## src/rtl/seg7_scan_ctrl.sv

```systemverilog
// Four-digit multiplexed 7-segment scan controller with frame-synchronous value commit.
// Optional leading-zero suppression is enabled by defining SEG7_LEADZERO_BLANK_EN.
module seg7_scan_ctrl #(
  parameter int ON_CYCLES    = 50000,
  parameter int BLANK_CYCLES = 1000,
  parameter int CNT_W        = 16
) (
  input  logic        clk,
  input  logic        reset,
  input  logic        load,
  input  logic [15:0] din,
  output logic [3:0]  char,
  output logic [3:0]  an,
  output logic [1:0]  digit_sel,
  output logic        pending,
  output logic        frame_done
);

  typedef enum logic {
    BLANK = 1'b0,
    ON    = 1'b1
  } state_t;

  localparam logic [CNT_W-1:0] BLANK_LAST = CNT_W'(BLANK_CYCLES - 1);
  localparam logic [CNT_W-1:0] ON_LAST    = CNT_W'(ON_CYCLES - 1);

  state_t           state;
  logic [CNT_W-1:0] cnt;
  logic [15:0]      shadow;
  logic [15:0]      active;
  logic             digit_hidden;

  // Pure register mux: only moves when digit_sel or active change, both on entry to BLANK.
  assign char = active[{digit_sel, 2'b00} +: 4];

`ifdef SEG7_LEADZERO_BLANK_EN
  // A digit is suppressed when it and every more-significant nibble are zero; digit 0 always shows.
  assign digit_hidden = (digit_sel != 2'd0) && ((active >> {digit_sel, 2'b00}) == 16'h0);
`else
  assign digit_hidden = 1'b0;
`endif

  always_ff @(posedge clk) begin
    if (reset) begin
      state      <= BLANK;
      cnt        <= '0;
      digit_sel  <= 2'd0;
      an         <= 4'b1111;
      shadow     <= 16'h0;
      active     <= 16'h0;
      pending    <= 1'b0;
      frame_done <= 1'b0;
    end else begin
      frame_done <= 1'b0;

      if (load) begin
        shadow  <= din;
        pending <= 1'b1;
      end

      case (state)
        BLANK: begin
          if (cnt == BLANK_LAST) begin
            state <= ON;
            cnt   <= '0;
            an    <= digit_hidden ? 4'b1111 : ~(4'b0001 << digit_sel);
          end else begin
            cnt <= cnt + 1'b1;
          end
        end

        ON: begin
          if (cnt == ON_LAST) begin
            state     <= BLANK;
            cnt       <= '0;
            an        <= 4'b1111;
            digit_sel <= digit_sel + 2'd1;
            if (digit_sel == 2'd3) begin
              frame_done <= 1'b1;
              // Commit takes the pre-edge shadow; a coincident load stays pending for the next frame.
              if (pending) begin
                active <= shadow;
                if (!load) begin
                  pending <= 1'b0;
                end
              end
            end
          end else begin
            cnt <= cnt + 1'b1;
          end
        end

        default: begin
          state <= BLANK;
          cnt   <= '0;
          an    <= 4'b1111;
        end
      endcase
    end
  end

endmodule
```

## config.mk

```make
export PLATFORM = sky130hd
export DESIGN_NAME = seg7_scan_ctrl
export DESIGN_NICKNAME = d
export VERILOG_FILES = /design/src/rtl/seg7_scan_ctrl.sv
export SDC_FILE = /design/constraint.sdc
export NUM_CORES = 1
export LEC_CHECK = 0
export CORE_MARGIN = 2
export CORE_UTILIZATION = 45
export DETAILED_ROUTE_END_ITERATION = 8
export HOLD_SLACK_MARGIN = 0.05
export PLACE_DENSITY = 0.67
export SYNTH_ARGS = -nofsm -noshare
export SYNTH_HDL_FRONTEND = slang
export SYNTH_SLANG_ARGS = --single-unit
```

## constraint.sdc

```tcl
create_clock -name clk -period 5 [get_ports clk]
set_input_delay 0.5 -clock clk [delete_from_list [all_inputs] [get_ports clk]]
set_output_delay 0.5 -clock clk [all_outputs]
set_load 0.02 [all_outputs]
```

==> results of run 1 <==
==> how the worst min path moves through the flow <==
stage	startpoint	end	slack, ns
after global placement	cnt[0]	cnt[0]	0.43
after detailed placement	cnt[0]	cnt[0]	0.44
after floorplan	cnt[0]	cnt[0]	0.42
after CTS	cnt[0]	cnt[0]	0.46
after global routing	active[12]	active[12]	0.47
final	cnt[0]	cnt[0]	0.46
==> synth_stat cells <==
library cell	instances	area, sq um
a21oi_1	19	95.1
a31o_2	1	8.76
and3_1	3	18.8
and4_1	6	52.6
and4b_1	1	10.0
and4bb_1	1	12.5
buf_1	2	7.51
buf_12	1	20.0
buf_2	3	15.0
buf_6	1	11.3
clkbuf_1	12	45.0
dfxtp_1	57	1140
ha_1	5	62.6
inv_1	9	33.8
mux2i_1	17	170
mux4_2	4	90.1
nand2_1	5	18.8
nand3_1	5	25.0
nand4_1	23	144
nor2_1	34	128
nor3_1	2	10.0
nor3_2	1	10.0
nor4_1	3	18.8
nor4_2	1	12.5
nor4b_1	1	8.76
nor4bb_1	1	10.0
o21ai_1	1	5.00
o31ai_1	9	67.6
o31ai_2	8	100
o32a_1	4	40.0
or3_1	1	6.26
or3b_1	1	8.76
or4_4	1	11.3
xnor2_1	7	61.3
xor2_1	7	61.3
==> power groups by stage <==
stage          clock network (W)  logic (W)  registers, W
6_report                0.000526  0.0000448      0.000471
2_1_floorplan                  0  0.0000244      0.000480
4_1_cts                 0.000536  0.0000454      0.000471
3_5_place_dp                   0  0.0000452      0.000481
5_1_grt                 0.000559  0.0000496      0.000472
3_3_place_gp                   0  0.0000444      0.000481
==> metal layers <==
layer	global-route usage	vias up	share of wire
li1	-	993	-
met1	0.242	916	0.49
met2	0.255	44	0.46
met3	0.0693	5	0.045
met4	0.0845	0	0.013
met5	0	-	0
==> cells by family (layout without fill, tap and decap cells) <==
group                    after synthesis  in the layout  share of synthesized area
buffers and inverters                 28             56                     0.0522
multiplexers                          21             21                      0.102
AND/OR/NAND/NOR                       90             90                      0.199
XOR/XNOR                              14             14                     0.0483
AO/OA/AOI/OAI                         42             42                      0.125
flip-flops                            57             57                      0.449
adder cells (fa/ha/maj)                5              5                     0.0246
==> flip-flops by register name, summed over array words and instances (netlist names) <==
| name | cells |
|---|---|
| active | 16 |
| an | 4 |
| cnt | 16 |
| digit_sel | 2 |
| frame_done | 1 |
| pending | 1 |
| shadow | 16 |
| state | 1 |
==> final cells by class <==
cell class                      instances  area [sq um]
Sequential cell                        57          1140
Fill cell                             522          2390
Clock buffer                           11           141
Multi-Input combinational cell        172          1270
Inverter                                9          33.8
Tap cell                               72          90.1
Timing Repair Buffer                   31           308
Clock inverter                          5           103
==> worst register-to-register path, stage by stage (launching register included) <==
cell	delay, ns
dfxtp_1	0.37
and4bb_1	0.35
nand4_1	0.82
o31ai_1	0.51
a21oi_1	0.10
==> cells in the final DEF (no fill, tap or decap), drive strengths merged, types with 4 or more instances in the layout <==
cell / count
a21oi: 19
and4: 6
clkbuf: 11
clkdlybuf4s50: 30
dfxtp: 57
ha: 5
inv: 9
mux2i: 17
mux4: 4
nand2: 5
nand3: 5
nand4: 23
nor2: 34
nor4: 4
o31ai: 17
o32a: 4
xnor2: 7
xor2: 7
==> metrics by stage <==
stage	cell area, sq um	util	hold slack [ns]	std cells	setup slack (ns)
after floorplan	2540	-	0.418	257	3.08
after global placement	2840	0.519	0.434	341	2.69
after detailed placement	2840	0.519	0.444	341	2.66
after CTS	3080	0.564	0.461	357	2.40
after global routing	3080	0.564	0.470	357	2.36
final	3080	0.564	0.458	357	2.44
==> run summary, run 1 <==
antenna violations before repair: 0
Final Max Slew Viols: 0
drt pass-1 iters: 4
Setup TNS: 0 ns
Worst VDD drop: 0.000141 V
Levels on crit path: 2
crit path DAT: 2.06 ns
vias: 1958
internal reg-to-reg setup slack: 2.73 ns
Worst Skew: 0.00865 ns
Worst-Margin Slew: 1.03 ns
Overflow after GRT: 0
Total Die Area: 6260 sq um
Sink Count: 57
number of setup buffers added after CTS: 0
clk_lat worst skew: 0.33 ns
Total GRT Usage: 0.181
Starting Density: 0.464
die width: 79.1 um
Final setup viols: 0
DP HPWL: 3370 um
Worst path top cell family by delay: flip-flops
Critical Path Source: digit_sel[0]
layout cells sized above 1: 0.112
Comb pwr share: 0.043
overall power: 0.00104 W
CTS Root Buffer Type: clkbuf_8
synth-to-layout area growth: 21.4%
Int Pwr: 0.000833 W
DRT iter0 DRCs: 125
wire per inst: 14.8 um
hold_buf cts: 0
TritonCTS clock tree: yes
CP Max Fanout: 9
largest net degree at the start of global routing: 43
highest cell delay on the worst timing path: 0.61 ns
CP Capture Point: char[0]
Crit-path slowest cell: dfxtp_1
Die Y: 79.1 um
Max Clk Rate: 390 MHz
Core Area: 5470 sq um
Antenna Cells: 0
Flop pwr share: 0.452
Final ANT Viol Nets: 0
period utilization: 0.512
pwr/cell area: 338 nW/um^2
post-synthesis sequential area ratio: 0.449
vias per cell: 5.48
#FFs+latches synth: 57
Cell Rows: 27
average size of a mapped cell: 9.89 sq um
net load switching power: 0.000209 W
CTS HTree Levels: 3
CP endpoint kind: output pin
nets: 304
Final Hold Fails: 0
Sw Ratio: 0.200
number of distinct library cells after synthesis: 35
post-synthesis net count: 281
Hold Path Cell Cnt: 1
Hold Path Class: flip-flop to flip-flop
clk slew on worst S/H paths: 0.07 ns
outcome: complete, no violations
DRC Markers: 0
first-pass GRT wire length: 8710 um
CP startpoint kind: flip-flop
Longest Clk Path Bufs: 2
# IOs: 31
Slew headroom: 0.311
mapped cell area: 2540 sq um
Clk pwr share: 0.505
worst r2r path cells: 4
Placer Congestion: 0.811
instance count of the mapped netlist: 257
static leakage: 1.10 nW
yosys warns: 0
minimum clock period: 2.56 ns
Reg-to-Reg End: active[15]
reg2reg start: cnt[5]
TritonCTS buffer count: 9
post-CTS sizing: 0
critical path, cell by cell: mux4_2 > clkdlybuf4s50_1
routed wire length: 5300 um
CP required: 4.50 ns
WP buf/inv: 1
port bufs: 30
max_cap viols: 0
RSZ-0062 raised after global routing: false
WS Path Type: flip-flop to output pin
number of global-route vias before repair: 1760
Note: power is estimated with default switching activity, not from simulation.
==> run 2: changes to the inputs <==
- clock period: 5 -> 2.7 ns (I/O delays scaled with it)
==> run summary, run 2 (synthesized netlist as in run 1, its figures left out) <==
DRC Markers: 0
drt pass-1 iters: 6
Core Area: 5470 sq um
Largest regs: active (16), cnt (16), shadow (16)
Flop pwr share: 0.453
antenna violations before repair: 0
Worst-Margin Slew: 0.854 ns
Final Util: 0.570
CP required: 2.43 ns
routed wire length: 5240 um
dpl cell area: 2880 sq um
commonest non-fill, non-tap cell in the layout: dfxtp_1
Max Clk Rate: 426 MHz
post-CTS sizing: 0
Die Y: 79.1 um
Clk pwr share: 0.503
vias per cell: 5.48
Final setup viols: 0
wire per inst: 14.5 um
net load switching power: 0.000383 W
nets: 309
Longest Clk Path Bufs: 2
Int Pwr: 0.00154 W
vias: 1985
max_cap viols: 0
Sw Ratio: 0.199
Antenna Cells: 0
Setup TNS: 0 ns
die width: 79.1 um
Sink Count: 57
Final ANT Viol Nets: 0
Total Die Area: 6260 sq um
Worst VDD drop: 0.000333 V
crit path DAT: 2.08 ns
Comb pwr share: 0.044
fin worst setup slack: 0.351 ns
static leakage: 1.13 nW
Worst path top cell family by delay: flip-flops
CP startpoint kind: flip-flop
CTS HTree Levels: 3
Crit-path slowest cell: dfxtp_1
first-pass GRT wire length: 8780 um
WS Path Type: flip-flop to output pin
CTS Root Buffer Type: clkbuf_8
number of global-route vias before repair: 1870
Final Hold Fails: 0
clk_lat worst skew: 0.33 ns
clk slew on worst S/H paths: 0.06 ns
minimum clock period: 2.35 ns
layout cells sized above 1: 0.131
Worst Skew: 0.0116 ns
critical path, cell by cell: mux4_2 > clkdlybuf4s50_1
period utilization: 0.870
Place WS: 0.472 ns
Cell Rows: 27
Slew headroom: 0.431
DRT iter0 DRCs: 94
Hold Path Class: flip-flop to flip-flop
Final Max Slew Viols: 0
Overflow after GRT: 0
WP buf/inv: 1
port bufs: 30
final instance area: 3120 sq um
largest net degree at the start of global routing: 42
TritonCTS clock tree: yes
hold_buf cts: 0
TritonCTS buffer count: 9
DP HPWL: 3370 um
# IOs: 31
outcome: complete, no violations
commonest non-fill, non-tap cells in the layout: 57 x dfxtp_1, 34 x nor2_1, 30 x clkdlybuf4s50_1
number of setup buffers added after CTS: 0
overall power: 0.00192 W
pwr/cell area: 616 nW/um^2
CP endpoint kind: output pin
RSZ-0062 raised after global routing: false
Placer Congestion: 0.798
CP Max Fanout: 9
synth-to-layout area growth: 22.8%
Starting Density: 0.464
highest cell delay on the worst timing path: 0.62 ns
Total GRT Usage: 0.179
-- run 2: final cells by class --
type / instances / area [sq um]
tap: 72 / 90.1
fill: 506 / 2350
inverter: 9 / 33.8
sequential: 57 / 1140
clock buffer: 10 / 138
timing repair buffer: 36 / 345
multi-input combinational: 172 / 1270
clock inverter: 6 / 105
-- run 2: worst paths after layout --
path	endpoint	from	cells after the start	slack, ns
worst max-delay path	char[0]	digit_sel[0]	2	0.35
worst max register to register	active[13]	cnt[10]	4	0.45
worst min register to register	cnt[0]	cnt[0]	1	0.45
worst min-delay path	cnt[0]	cnt[0]	1	0.45
-- run 2: power by group through the flow --
stage | logic, W | clock network (W) | registers (W)
floorplan | 0.0000452 | 0 | 0.000888
global placement | 0.0000838 | 0 | 0.000890
detailed placement | 0.0000853 | 0 | 0.000890
CTS | 0.0000857 | 0.000982 | 0.000872
global route | 0.0000932 | 0.00102 | 0.000874
finish | 0.0000844 | 0.000967 | 0.000872
-- run 2: layer usage --
metal / vias up / wire length [um] / global-route usage
met1: 946 / 2580 / 0.241
met4: 0 / 63 / 0.0810
met5: - / 0 / 0
li1: 998 / - / -
met2: 34 / 2400 / 0.264
met3: 7 / 192 / 0.0523
-- run 2: metrics by stage --
stage               cells  hold WS (ns)
finish                362         0.446
global route          362         0.461
CTS                   362         0.450
detailed placement    346         0.440
global placement      346         0.431
floorplan             257         0.417
==> run 3: changes to the inputs <==
- CTS_CLUSTER_DIAMETER: not set -> 100
- GPL_ROUTABILITY_DRIVEN: not set -> 1
==> results of run 3 <==
Final layout, timing and power as in run 2 (identical DEF).
